--- config.mk ---
export PLATFORM = sky130hd
export DESIGN_NAME = johnson_code_monitor
export DESIGN_NICKNAME = d
export VERILOG_FILES = /design/src/rtl/johnson_code_monitor.sv
export SDC_FILE = /design/constraint.sdc
export NUM_CORES = 1
export LEC_CHECK = 0
export CORE_MARGIN = 1.5
export CORE_UTILIZATION = 30
export CTS_BUF_LIST = sky130_fd_sc_hd__clkbuf_4 sky130_fd_sc_hd__clkbuf_8
export DETAILED_ROUTE_END_ITERATION = 6
export GPL_ROUTABILITY_DRIVEN = 0
export PLACE_DENSITY = 0.56
export REMOVE_ABC_BUFFERS = 1
export SYNTH_ARGS = -nofsm -noshare
export SYNTH_HDL_FRONTEND = slang
export SYNTH_SLANG_ARGS = --single-unit
--- constraint.sdc ---
create_clock -name CLK -period 2.4 [get_ports CLK]
set_input_delay 0.48 -clock CLK [delete_from_list [all_inputs] [get_ports CLK]]
set_output_delay 0.48 -clock CLK [all_outputs]
set_load 0.05 [all_outputs]
--- src/rtl/johnson_code_monitor.sv ---
// -----------------------------------------------------------------------------
// johnson_code_monitor
//   Receive-side decoder and health monitor for an N-stage Johnson counter.
//   Each enabled CLK edge samples JIN, decodes it to a sequence index, checks
//   that the code is legal and that the step from the previous code is legal,
//   and tracks lock to a well-behaved counter.
//
// Ports
//   CLK        in   1      clock, rising edge
//   PRESET     in   1      asynchronous active-high reset
//   EN         in   1      sample enable
//   JIN        in   N      Johnson-coded input (bit 0 is fed by inverted MSB)
//   CLR_ERR    in   1      synchronous clear of ERR_CNT (wins over increment)
//   INDEX      out  W      index of the last legal code, 0..2N-1
//   VALID_CODE out  1      legality of the most recent sample
//   LOCKED     out  1      monitor locked to the sequence
//   STEP_ERR   out  1      one-cycle pulse on illegal code/step while locked
//   WRAP       out  1      one-cycle pulse on locked step 2N-1 -> 0
//   ERR_CNT    out  ERR_W  saturating count of STEP_ERR events
// -----------------------------------------------------------------------------
module johnson_code_monitor #(
  parameter int N        = 4,
  parameter int LOCK_CNT = 3,
  parameter int ERR_W    = 8
) (
  input  logic                     CLK,
  input  logic                     PRESET,
  input  logic                     EN,
  input  logic [N-1:0]             JIN,
  input  logic                     CLR_ERR,
  output logic [$clog2(2*N)-1:0]   INDEX,
  output logic                     VALID_CODE,
  output logic                     LOCKED,
  output logic                     STEP_ERR,
  output logic                     WRAP,
  output logic [ERR_W-1:0]         ERR_CNT
);

  localparam int W   = $clog2(2*N);
  localparam int LCW = (LOCK_CNT < 2) ? 1 : $clog2(LOCK_CNT);

  typedef enum logic [0:0] {
    S_HUNT   = 1'b0,
    S_LOCKED = 1'b1
  } state_t;

  // Returns {legal, index}. Codes with MSB=0 are a run of ones from bit 0;
  // codes with MSB=1 are all-ones with a run of zeros from bit 0.
  function automatic logic [W:0] decode(input logic [N-1:0] code);
    int            ones;
    int            zeros;
    logic [N-1:0]  mask;
    logic [W-1:0]  idx;
    ones = 0;
    for (int i = 0; i < N; i++) begin
      ones = ones + int'(code[i]);
    end
    zeros = N - ones;
    mask  = {N{1'b0}};
    if (code[N-1] == 1'b0) begin
      for (int i = 0; i < N; i++) begin
        mask[i] = (i < ones);
      end
      idx = W'(ones);
    end else begin
      for (int i = 0; i < N; i++) begin
        mask[i] = (i >= zeros);
      end
      idx = W'(N + zeros);
    end
    return {(code == mask), idx};
  endfunction

  state_t           r_state;
  logic [W-1:0]     r_index;
  logic             r_valid;
  logic             r_have_prev;
  logic [LCW-1:0]   r_lock_cnt;
  logic             r_step_err;
  logic             r_wrap;
  logic [ERR_W-1:0] r_err_cnt;

  state_t           w_state_nxt;
  logic [W-1:0]     w_index_nxt;
  logic             w_valid_nxt;
  logic             w_have_prev_nxt;
  logic [LCW-1:0]   w_lock_cnt_nxt;
  logic             w_step_err_nxt;
  logic             w_wrap_nxt;
  logic [ERR_W-1:0] w_err_cnt_nxt;

  logic [W:0]       w_dec;
  logic             w_legal;
  logic [W-1:0]     w_idx;
  logic [W-1:0]     w_prev_inc;
  logic             w_succ;
  logic             w_hold;
  logic [ERR_W-1:0] w_err_inc;

  // Decode the sample and classify the step against the stored index.
  always_comb begin
    w_dec      = decode(JIN);
    w_legal    = w_dec[W];
    w_idx      = w_dec[W-1:0];
    w_prev_inc = (r_index == W'(2*N-1)) ? {W{1'b0}} : (r_index + W'(1));
    w_succ     = r_have_prev & w_legal & (w_idx == w_prev_inc);
    w_hold     = r_have_prev & w_legal & (w_idx == r_index);
    w_err_inc  = (r_err_cnt == {ERR_W{1'b1}}) ? r_err_cnt : (r_err_cnt + ERR_W'(1));
  end

  // Next-state and next-output logic for the lock FSM and its datapath.
  always_comb begin
    w_state_nxt     = r_state;
    w_index_nxt     = r_index;
    w_valid_nxt     = r_valid;
    w_have_prev_nxt = r_have_prev;
    w_lock_cnt_nxt  = r_lock_cnt;
    w_step_err_nxt  = 1'b0;
    w_wrap_nxt      = 1'b0;
    w_err_cnt_nxt   = r_err_cnt;

    if (EN) begin
      w_valid_nxt = w_legal;
      if (w_legal) begin
        w_index_nxt     = w_idx;
        w_have_prev_nxt = 1'b1;
      end else begin
        w_index_nxt     = r_index;
      end

      case (r_state)
        S_HUNT: begin
          if (w_succ) begin
            if (r_lock_cnt == LCW'(LOCK_CNT - 1)) begin
              w_state_nxt    = S_LOCKED;
              w_lock_cnt_nxt = {LCW{1'b0}};
            end else begin
              w_lock_cnt_nxt = r_lock_cnt + LCW'(1);
            end
          end else if (w_hold) begin
            w_lock_cnt_nxt = r_lock_cnt;
          end else begin
            // Illegal code, bad step, or the very first legal sample.
            w_lock_cnt_nxt = {LCW{1'b0}};
          end
        end
        S_LOCKED: begin
          if (w_succ) begin
            w_wrap_nxt = (r_index == W'(2*N-1));
          end else if (w_hold) begin
            w_wrap_nxt = 1'b0;
          end else begin
            w_step_err_nxt = 1'b1;
            w_err_cnt_nxt  = w_err_inc;
            w_state_nxt    = S_HUNT;
            w_lock_cnt_nxt = {LCW{1'b0}};
          end
        end
        default: begin
          w_state_nxt    = S_HUNT;
          w_lock_cnt_nxt = {LCW{1'b0}};
        end
      endcase
    end else begin
      w_valid_nxt = r_valid;
    end

    // Clear takes priority over a same-edge increment.
    if (CLR_ERR) begin
      w_err_cnt_nxt = {ERR_W{1'b0}};
    end else begin
      w_err_cnt_nxt = w_err_cnt_nxt;
    end
  end

  // State and output registers; PRESET discards all history.
  always_ff @(posedge CLK or posedge PRESET) begin
    if (PRESET) begin
      r_state     <= S_HUNT;
      r_index     <= {W{1'b0}};
      r_valid     <= 1'b0;
      r_have_prev <= 1'b0;
      r_lock_cnt  <= {LCW{1'b0}};
      r_step_err  <= 1'b0;
      r_wrap      <= 1'b0;
      r_err_cnt   <= {ERR_W{1'b0}};
    end else begin
      r_state     <= w_state_nxt;
      r_index     <= w_index_nxt;
      r_valid     <= w_valid_nxt;
      r_have_prev <= w_have_prev_nxt;
      r_lock_cnt  <= w_lock_cnt_nxt;
      r_step_err  <= w_step_err_nxt;
      r_wrap      <= w_wrap_nxt;
      r_err_cnt   <= w_err_cnt_nxt;
    end
  end

  assign INDEX      = r_index;
  assign VALID_CODE = r_valid;
  assign LOCKED     = (r_state == S_LOCKED);
  assign STEP_ERR   = r_step_err;
  assign WRAP       = r_wrap;
  assign ERR_CNT    = r_err_cnt;

endmodule

* Yosys cells after proc, flatten, opt, wreduce, memory -nomap -nowiden
Cells that the tools add are included.
** Word-level totals
- Bits in registers :: 18
- Bits of input ports :: 8
- Output and inout port bits :: 15
** Cells by class
- Add/subtract/negate cells :: 8
- Magnitude comparators :: 8
- Equality and inequality tests :: 10
- Muxes and demuxes :: 26
- Bitwise operators :: 4
- Reductions and logical operators :: 5
** Operators with widths (number)
- $mux W8 :: 6
- $mux W1 :: 11
- $ge A3 B5 Y1 const A :: 2
- $add A8 B1 Y8 const B :: 1
- $eq A8 B8 Y1 const B :: 1
- $lt A1 B4 Y1 const A :: 2
- $lt A2 B4 Y1 const A :: 2
- $mux W2 :: 4
- $ne A2 B2 Y1 const B :: 4
- $eq A3 B3 Y1 :: 2
- $mux W3 :: 2
- $ge A1 B5 Y1 const A :: 1
- $ge A2 B5 Y1 const A :: 1
- $reduce_and A5 Y1 :: 1
- $sub A3 B4 Y5 const A :: 1
- $add A3 B1 Y4 :: 1
- $eq A4 B4 Y1 :: 1
- $mux W4 :: 1
- $pmux W2 S2 :: 1
- $reduce_and A2 Y1 :: 2
- $reduce_bool A2 Y1 :: 2
- $add A2 B1 Y3 :: 1
- $add A3 B1 Y3 const B :: 1
- $add A3 B3 Y3 const A :: 1
- 7 further kinds :: 9

* Depth between registers and ports, before layout
Gate-level depths: netlist of the first run.
- Word-level depth :: 14
- Gate-level depth with buffers :: 14
- Mapped depth without buffers :: 13

* Worst setup path before layout of the first run
Ideal clock, no wire load.
- Kind :: input to register
- From :: input port JIN[0]
- To :: register r_err_cnt[7], in the netlist ERR_CNT[7]
- Arrival :: 3473 ps
- Setup slack :: -1192 ps
- Cell stages on the path :: 13
- Buffers on the path :: 1
- Cells stage by stage :: fa_1 -> ha_1 -> ha_1 -> inv_1 -> ha_1 -> ha_1 -> mux2i_4 -> xnor2_1 -> or3_4 -> a211oi_4 -> buf_6 -> nor4_1 -> o21ba_1
** On the way
- Cells in the longest elaborated chain, start to end :: 11
- Elaborated cells on any way between the ends :: 24
** RTL lines
- from (decl) :: line 29 : input logic [N-1:0] JIN,
- $add A1 B1 Y2 :: line 56 : ones = ones + int'(code[i]);
- $add A2 B1 Y3 :: line 56
- $add A3 B1 Y4 :: line 56
- $sub A3 B4 Y5 :: line 58 : zeros = N - ones;
- $ge A1 B5 Y1 (tied with other cells) :: line 67 : mask[i] = (i >= zeros);
- $mux W4 :: line 60 : if (code[N-1] == 1'b0) begin
- $eq A4 B4 Y1 :: line 71 : return {(code == mask), idx};
- $and A1 B1 Y1 :: line 106, 107
- $and A1 B1 Y1 (on tied branches) :: line 107, 106
- $ne A2 B2 Y1 (no source line)
- $reduce_and A5 Y1 (no source line) (*)
- to (signal assigned) :: line 186 : r_err_cnt <= {ERR_W{1'b0}};
- to (signal assigned) :: line 195 : r_err_cnt <= w_err_cnt_nxt;
- to (decl) :: line 81 : logic [ERR_W-1:0] r_err_cnt;
Every way passes the cells marked *; elsewhere a longest branch is shown, timed or not.
A chain may end at the register's enable or synchronous reset.

* Final worst setup path of the first run
- From :: input port JIN[3]
- To :: register r_err_cnt[6], in the netlist ERR_CNT[6]
** On the way
- Cells in the longest elaborated chain, start to end :: 9
- Elaborated cells on any way between the ends :: 22
** RTL lines (line)
- $add A3 B1 Y4 :: 56
- $sub A3 B4 Y5 :: 58
- $ge A1 B5 Y1 (tied with other cells) :: 67
- $mux W4 :: 60
- $eq A4 B4 Y1 :: 71
- $and A1 B1 Y1 :: 106, 107
- $and A1 B1 Y1 (on tied branches) :: 107, 106
- $ne A2 B2 Y1 (no source line)
- $reduce_and A5 Y1 (no source line) (*)
Marked as above.

==> metrics.md, run 1 <==
| Metric | Value |
|---|---|
| Min Clock Period, post-route | 3.331 ns |
| Iteration-0 DRC Markers | 53 |
| Die area | 0.005107 mm2 |
| EDFF count, synth | 0 |
| Outcome | finished with violations |
| R2R Setup Slk | 0.05 ns |
| RSZ-0062 raised after global routing | true |
| DR pass1 iterations | 6 |
| RR Startpoint | INDEX[0] |
| Syn_area_per_cell | 10.42 um2 |
| Yosys top cell area share | 0.3203 |
| Slowest CP cell | or4_4 |
| Hold Path Stages | 1 |
| Yosys reg bits | 18 |
| Synthesized area | 0.001406 mm2 |
| Skew final | 0.003025 ns |
| Tightest Pin Transition | 0.7179 ns |
| Post-DP HPWL | 2.456 mm |
| WP data arrival | 3.51 ns |
| WP data required | 2.58 ns |
| Ys async rst share | 1.000 |
| Hold Vio Cnt, Final | 0 |
| Post-Synthesis Cells | 135 |
| Site Rows | 24 |
| # DRC | 0 |
| Yosys warns | 0 |
| Largest net degree at the start of global routing | 19 |
| Worst setup EP type | flip-flop |
| Worst-Skew Late Latency | 0.25 ns |
| Fin area | 0.002118 mm2 |
| H-tree depth | 1 |
| Simple-gate share of the synthesized area | 0.2384 |
| Peak supply drop | 432.1 uV |
| CTS Buf Count | 3 |
| Post-Synth XOR/XNOR Area | 0.04982 |
| Static Leak | 0.9042 nW |
| Type of the tightest min-delay check | reg2reg |
| Hold Crit Start | r_have_prev |
| FMAX | 300.2 MHz |
| Die Y-Extent | 71.47 um |
| Total global-route track usage | 0.1387 |
| Crit-path max cell delay | 0.51 ns |
| Sequential area share after synthesis | 0.3203 |
| Worst slack at placement | -1.717 ns |
| # diodes | 0 |
| MaxCap Viol Count | 0 |
| Crit-path max FO | 5 |
| Slew HR | 0.5209 |
| Fill count | 405 |
| Area growth, synth to finish | 50.62% |
| Fin Setup TNS | -13.85 ns |
| Setup violators final | 18 |
| Pwr dens | 760.7 mW/mm2 |
| Top FF cell, synth | dfrtp_1 |
| Netlist cell types | 44 |
| Post-CTS Hold Buffers | 0 |
| Post-layout power | 1.611 mW |
| Antenna Nets Post-Route | 0 |
| Most common cell in the netlist | dfrtp_1 |
| Wire length per cell | 14.12 um |
| WL final | 3.374 mm |
| Via Count | 1216 |
| Vias in the first global route | 1274 |
| Synth Area in Adders | 0.1263 |
| Global-route wire length before repair | 5.713 mm |
| Mux contribution to synthesized area | 0.09875 |
| Post-layout util | 0.4766 |
| Maximum buffer depth of the clock tree | 2 |
| Cell repeated most along the worst path | ha_4 |
| Final Cycle Share | 1.388 |
| Failing checks | negative setup slack |
| Main area contributors after synthesis | dfrtp_1 32%, ha_1 9.8%, xnor2_1 3.7%, mux2i_4 3.2%, a21oi_2 3.1% |
| DP Area | 0.001834 mm2 |
| CTS root buf | clkbuf_8 |
| Main combinational cell family by area after synthesis | simple AND/OR/NAND/NOR gates |
| RR Endpoint | ERR_CNT[6] |
| Total grt overflow | 0 |
| Post-synth top cells | 18 x dfrtp_1, 11 x ha_1, 9 x inv_1 |
| Sink Count | 18 |
| Core Box Area | 0.004444 mm2 |
| Crit Path Category | in2reg |
| Crit start category | primary input |
| Nets | 209 |
| Initial core utilization | 0.3164 |
| Clock-pin slew on the worst setup and hold paths | 0.07 ns |
| Port bufs | 22 |
| Share of cells above drive strength 1 | 0.4278 |
| Die extent in x | 71.47 um |
| Boundary Pins | 23 |
| Hold Path Sink | r_have_prev |
| Crit path cell chain | buf_6 -> fa_1 -> ha_4 -> ha_4 -> inv_2 -> ha_4 -> ha_4 -> mux2i_4 -> xnor2_2 -> or3_4 -> a211oi_4 -> buf_4 -> buf_6 -> or4_4 -> a21oi_2 |
| Synth Area in Compound Gates | 0.1210 |
| Via density | 5.088 |
| Fin. max-slew vios | 0 |
| Antenna violations before repair | 0 |
| Post-synth top area cell | dfrtp_1 |
| CTS tree | done |
| Worst Reg-to-Reg Cells | 9 |
| Setup ws final | -0.9315 ns |
==> routing by layer <==
layer,wire length (um),vias to the layer above,global-route usage
li1,-,583,-
met1,1616,602,0.1899
met2,1631,29,0.2305
met3,111,2,0.02391
met4,14,0,0.03145
met5,0,-,0
==> kinds of logic after synthesis <==
group,Yosys count
simple gates,51
compound gates,22
buf+inv,13
flops,18
xor+xnor,8
fa+ha+maj,13
mux,10
==> cell type report <==
type / count / area (um2) / area share
well taps: 52 / 65.06 / 0.03071
clock buffers: 4 / 55.05 / 0.02599
multi-input cells: 104 / 1041 / 0.4914
repair buffers: 52 / 473.0 / 0.2233
flip-flops and latches: 18 / 450.4 / 0.2126
inverters: 9 / 33.78 / 0.01595
==> state kept, by name, indices dropped and copies added, names as in the netlist <==
register,cells
ERR_CNT,8
INDEX,3
LOCKED,1
STEP_ERR,1
VALID_CODE,1
WRAP,1
r_have_prev,1
r_lock_cnt,2
==> per-stage QoR <==
step,hold slack [ns],std cells
floorplan,0.4186,131
global placement,0.4616,228
detailed placement,0.4656,228
CTS,0.4813,236
global route,0.5135,239
finish,0.4839,239
==> cells in the final DEF, fill, tap and decap left out, types with 3 or more instances in the layout <==
cell type,instances
or3_4,4
buf_4,22
dfrtp_1,18
mux2_4,4
mux2i_1,3
clkbuf_8,4
a21oi_2,5
buf_6,10
nor2_1,6
nor3_1,4
ha_1,6
inv_1,8
ha_4,4
nand2_1,5
clkdlybuf4s50_1,19
xnor2_2,4
nand3_1,8
nand4b_1,3
==> critical path: cells and delay by family <==
kind	cells	cell delay [ns]
AO/OA/AOI/OAI	2	0.20
XOR/XNOR	1	0.16
adder cells (fa/ha/maj)	5	1.36
buffers and inverters	4	0.40
multiplexers	1	0.22
AND/OR/NAND/NOR	2	0.68
==> power by group <==
| group | leakage (nW) | total (mW) | internal [mW] | switching (mW) |
|---|---|---|---|---|
| clock network | 0.0288 | 0.251 | 0.146 | 0.106 |
| registers | 0.239 | 0.365 | 0.336 | 0.0294 |
| logic | 0.637 | 0.995 | 0.503 | 0.491 |
==> repair_timing <==
action	4_1_cts	5_1_grt
gates cloned	1	0
setup buffers	3	4
resized for setup	34	18
setup endpoints to repair	18	18
pin swaps	15	9
==> how the worst max path moves through the flow <==
stage,slack [ns],end,from,cells after the start
floorplan,-1.33,ERR_CNT[3],JIN[0],12
global placement,-1.66,ERR_CNT[3],JIN[0],14
detailed placement,-1.72,ERR_CNT[3],JIN[0],14
CTS,-0.90,ERR_CNT[3],JIN[0],12
global route,-1.01,ERR_CNT[6],JIN[3],15
finish,-0.93,ERR_CNT[6],JIN[3],15
No activity file was read; power rests on OpenSTA's default activity.
==> run 2: changes to the inputs <==
- DONT_BUFFER_PORTS: not set -> 1
- PLACE_DENSITY: 0.56 -> 0.5
==> metrics.md, run 2 (synthesis gave the netlist of run 1 again) <==
| Metric | Value |
|---|---|
| Outcome | finished with violations |
| Failing checks | design-rule violations, negative setup slack |
| Die extent in x | 71.47 um |
| FMAX | 309.1 MHz |
| Setup violators final | 18 |
| Crit start category | primary input |
| Slowest CP cell | fa_1 |
| Via Count | 1098 |
| WL final | 3.320 mm |
| Bufs and invs on worst path | 2 |
| Crit-path max FO | 10 |
| Crit Path Category | in2reg |
| Clock-pin slew on the worst setup and hold paths | 0.07 ns |
| CTS root buf | clkbuf_8 |
| Tightest Pin Transition | 0.7016 ns |
| Via density | 5.060 |
| Dpl cells | 206 |
| Fill count | 451 |
| CP top delay family | adder cells |
| WHS | 0.2192 ns |
| Largest net degree at the start of global routing | 19 |
| CTS Buf Count | 3 |
| MaxCap Viol Count | 0 |
| Total global-route track usage | 0.1376 |
| Commonest non-fill, non-tap cells in the layout | 26 x buf_4, 18 x dfrtp_1, 8 x inv_1, 8 x nand3_1, 8 x nor2_1 |
| Vias in the first global route | 1133 |
| WP data required | 2.54 ns |
| Final std cells w/o fill | 217 |
| Area growth, synth to finish | 32.38% |
| Setup ws final | -0.8350 ns |
| Die Y-Extent | 71.47 um |
| Pwr dens | 801.9 mW/mm2 |
| Boundary Pins | 23 |
| Share of cells above drive strength 1 | 0.4364 |
| Most common cell after layout, fill and taps aside | buf_4 |
| Skew final | 0.007002 ns |
| CTS tree | done |
| Worst setup EP type | flip-flop |
| Total grt overflow | 0 |
| H-tree depth | 1 |
| Post-layout power | 1.493 mW |
| Sink Count | 18 |
| Final Cycle Share | 1.348 |
| RSZ-0062 raised after global routing | true |
| Worst-Skew Late Latency | 0.25 ns |
| Antenna Nets Post-Route | 0 |
| Hold Vio Cnt, Final | 0 |
| Crit path cell chain | fa_1 -> ha_2 -> buf_4 -> fa_2 -> mux2i_4 -> xnor2_2 -> or3_4 -> a211oi_4 -> buf_12 -> nor3_4 -> mux2_4 |
| Global-route wire length before repair | 5.526 mm |
| Maximum buffer depth of the clock tree | 2 |
| Post-DP HPWL | 2.431 mm |
| Initial core utilization | 0.3164 |
| # diodes | 0 |
| Slew HR | 0.5317 |
| Min Clock Period, post-route | 3.235 ns |
| Nets | 187 |
| Wire length per cell | 15.30 um |
| Peak supply drop | 517.8 uV |
| DR pass1 iterations | 7 |
| Type of the tightest min-delay check | in2async |
| WP data arrival | 3.38 ns |
| Static Leak | 0.8164 nW |
| Antenna violations before repair | 0 |
| Site Rows | 24 |
| Port bufs | 0 |
| Core Box Area | 0.004444 mm2 |
| Fin. max-slew vios | 0 |
| Iteration-0 DRC Markers | 81 |
| Die area | 0.005107 mm2 |
| # DRC | 1 |
| Crit-path max cell delay | 0.53 ns |
| Largest register FFs | 8 |
run 2: cell types whose count changed in the layout (fill, tap and decap cells not counted), sizes merged:
cell / change
buf: -3
clkdlybuf4s50: -19
run 2: layout make-up:
| type | count | area (um2) | area share |
|---|---|---|---|
| inverters | 9 | 33.78 | 0.01815 |
| multi-input cells | 104 | 992.2 | 0.5329 |
| well taps | 52 | 65.06 | 0.03495 |
| clock buffers | 4 | 55.05 | 0.02957 |
| flip-flops and latches | 18 | 450.4 | 0.2419 |
| repair buffers | 30 | 265.3 | 0.1425 |
run 2: path summary, 6_finish.rpt:
| kind | slack, ns | to | startpoint | depth (start not counted) |
|---|---|---|---|---|
| min in group CLK | 0.27 | ERR_CNT[2] | CLR_ERR | 1 |
| max | -0.84 | ERR_CNT[3] | JIN[3] | 11 |
| min reg2reg | 0.47 | r_have_prev | r_have_prev | 1 |
| max in group asynchronous | 1.73 | INDEX[0] | PRESET | 1 |
| min | 0.22 | ERR_CNT[4] | PRESET | 1 |
| max reg2reg | 0.08 | ERR_CNT[3] | INDEX[0] | 9 |
run 2: stage by stage:
| stage | TNS (ns) | setup slack [ns] | instance area (um2) | utilization |
|---|---|---|---|---|
| 2_1_floorplan | -18.86 | -1.332 | 1376 | - |
| 3_3_place_gp | -17.88 | -1.174 | 1627 | 0.3660 |
| 3_5_place_dp | -18.35 | -1.209 | 1627 | 0.3660 |
| 4_1_cts | -11.90 | -0.8191 | 1847 | 0.4155 |
| 5_1_grt | -14.24 | -0.9134 | 1862 | 0.4189 |
| 6_report | -12.19 | -0.8350 | 1862 | 0.4189 |
run 2: worst register-to-register path, delay by kind of cell (launching register included):
kind / cells / cell delay [ns]
and+or+nand+nor: 3 / 0.57
adders and majority gates: 2 / 0.41
DFF: 1 / 0.38
muxes: 1 / 0.30
AOI/OAI and AO/OA: 1 / 0.29
buffers and inverters: 1 / 0.17
xor gates and xnor gates: 1 / 0.11
run 2: where the power goes:
group	switching (mW)	total [mW]	internal (mW)
Sequential	0.0277	0.363	0.336
Combinational	0.457	0.885	0.429
Clock	0.0988	0.244	0.146
run 2: per-layer routing:
layer  wire (um)  vias up  global-route usage
li1            -      539                   -
met1        1559      540              0.1743
met2        1579       17              0.2326
met3         169        2             0.04923
met4          12        0             0.01887
met5           0        -                   0
run 2: what timing repair did:
action | 4_1_cts | 5_1_grt
hold buffers | 0 | 0
cloned | 1 | 0
pin swaps | 13 | 2
buffers inserted | 5 | 1
resized for setup | 19 | 1
setup endpoints to repair | 18 | 18
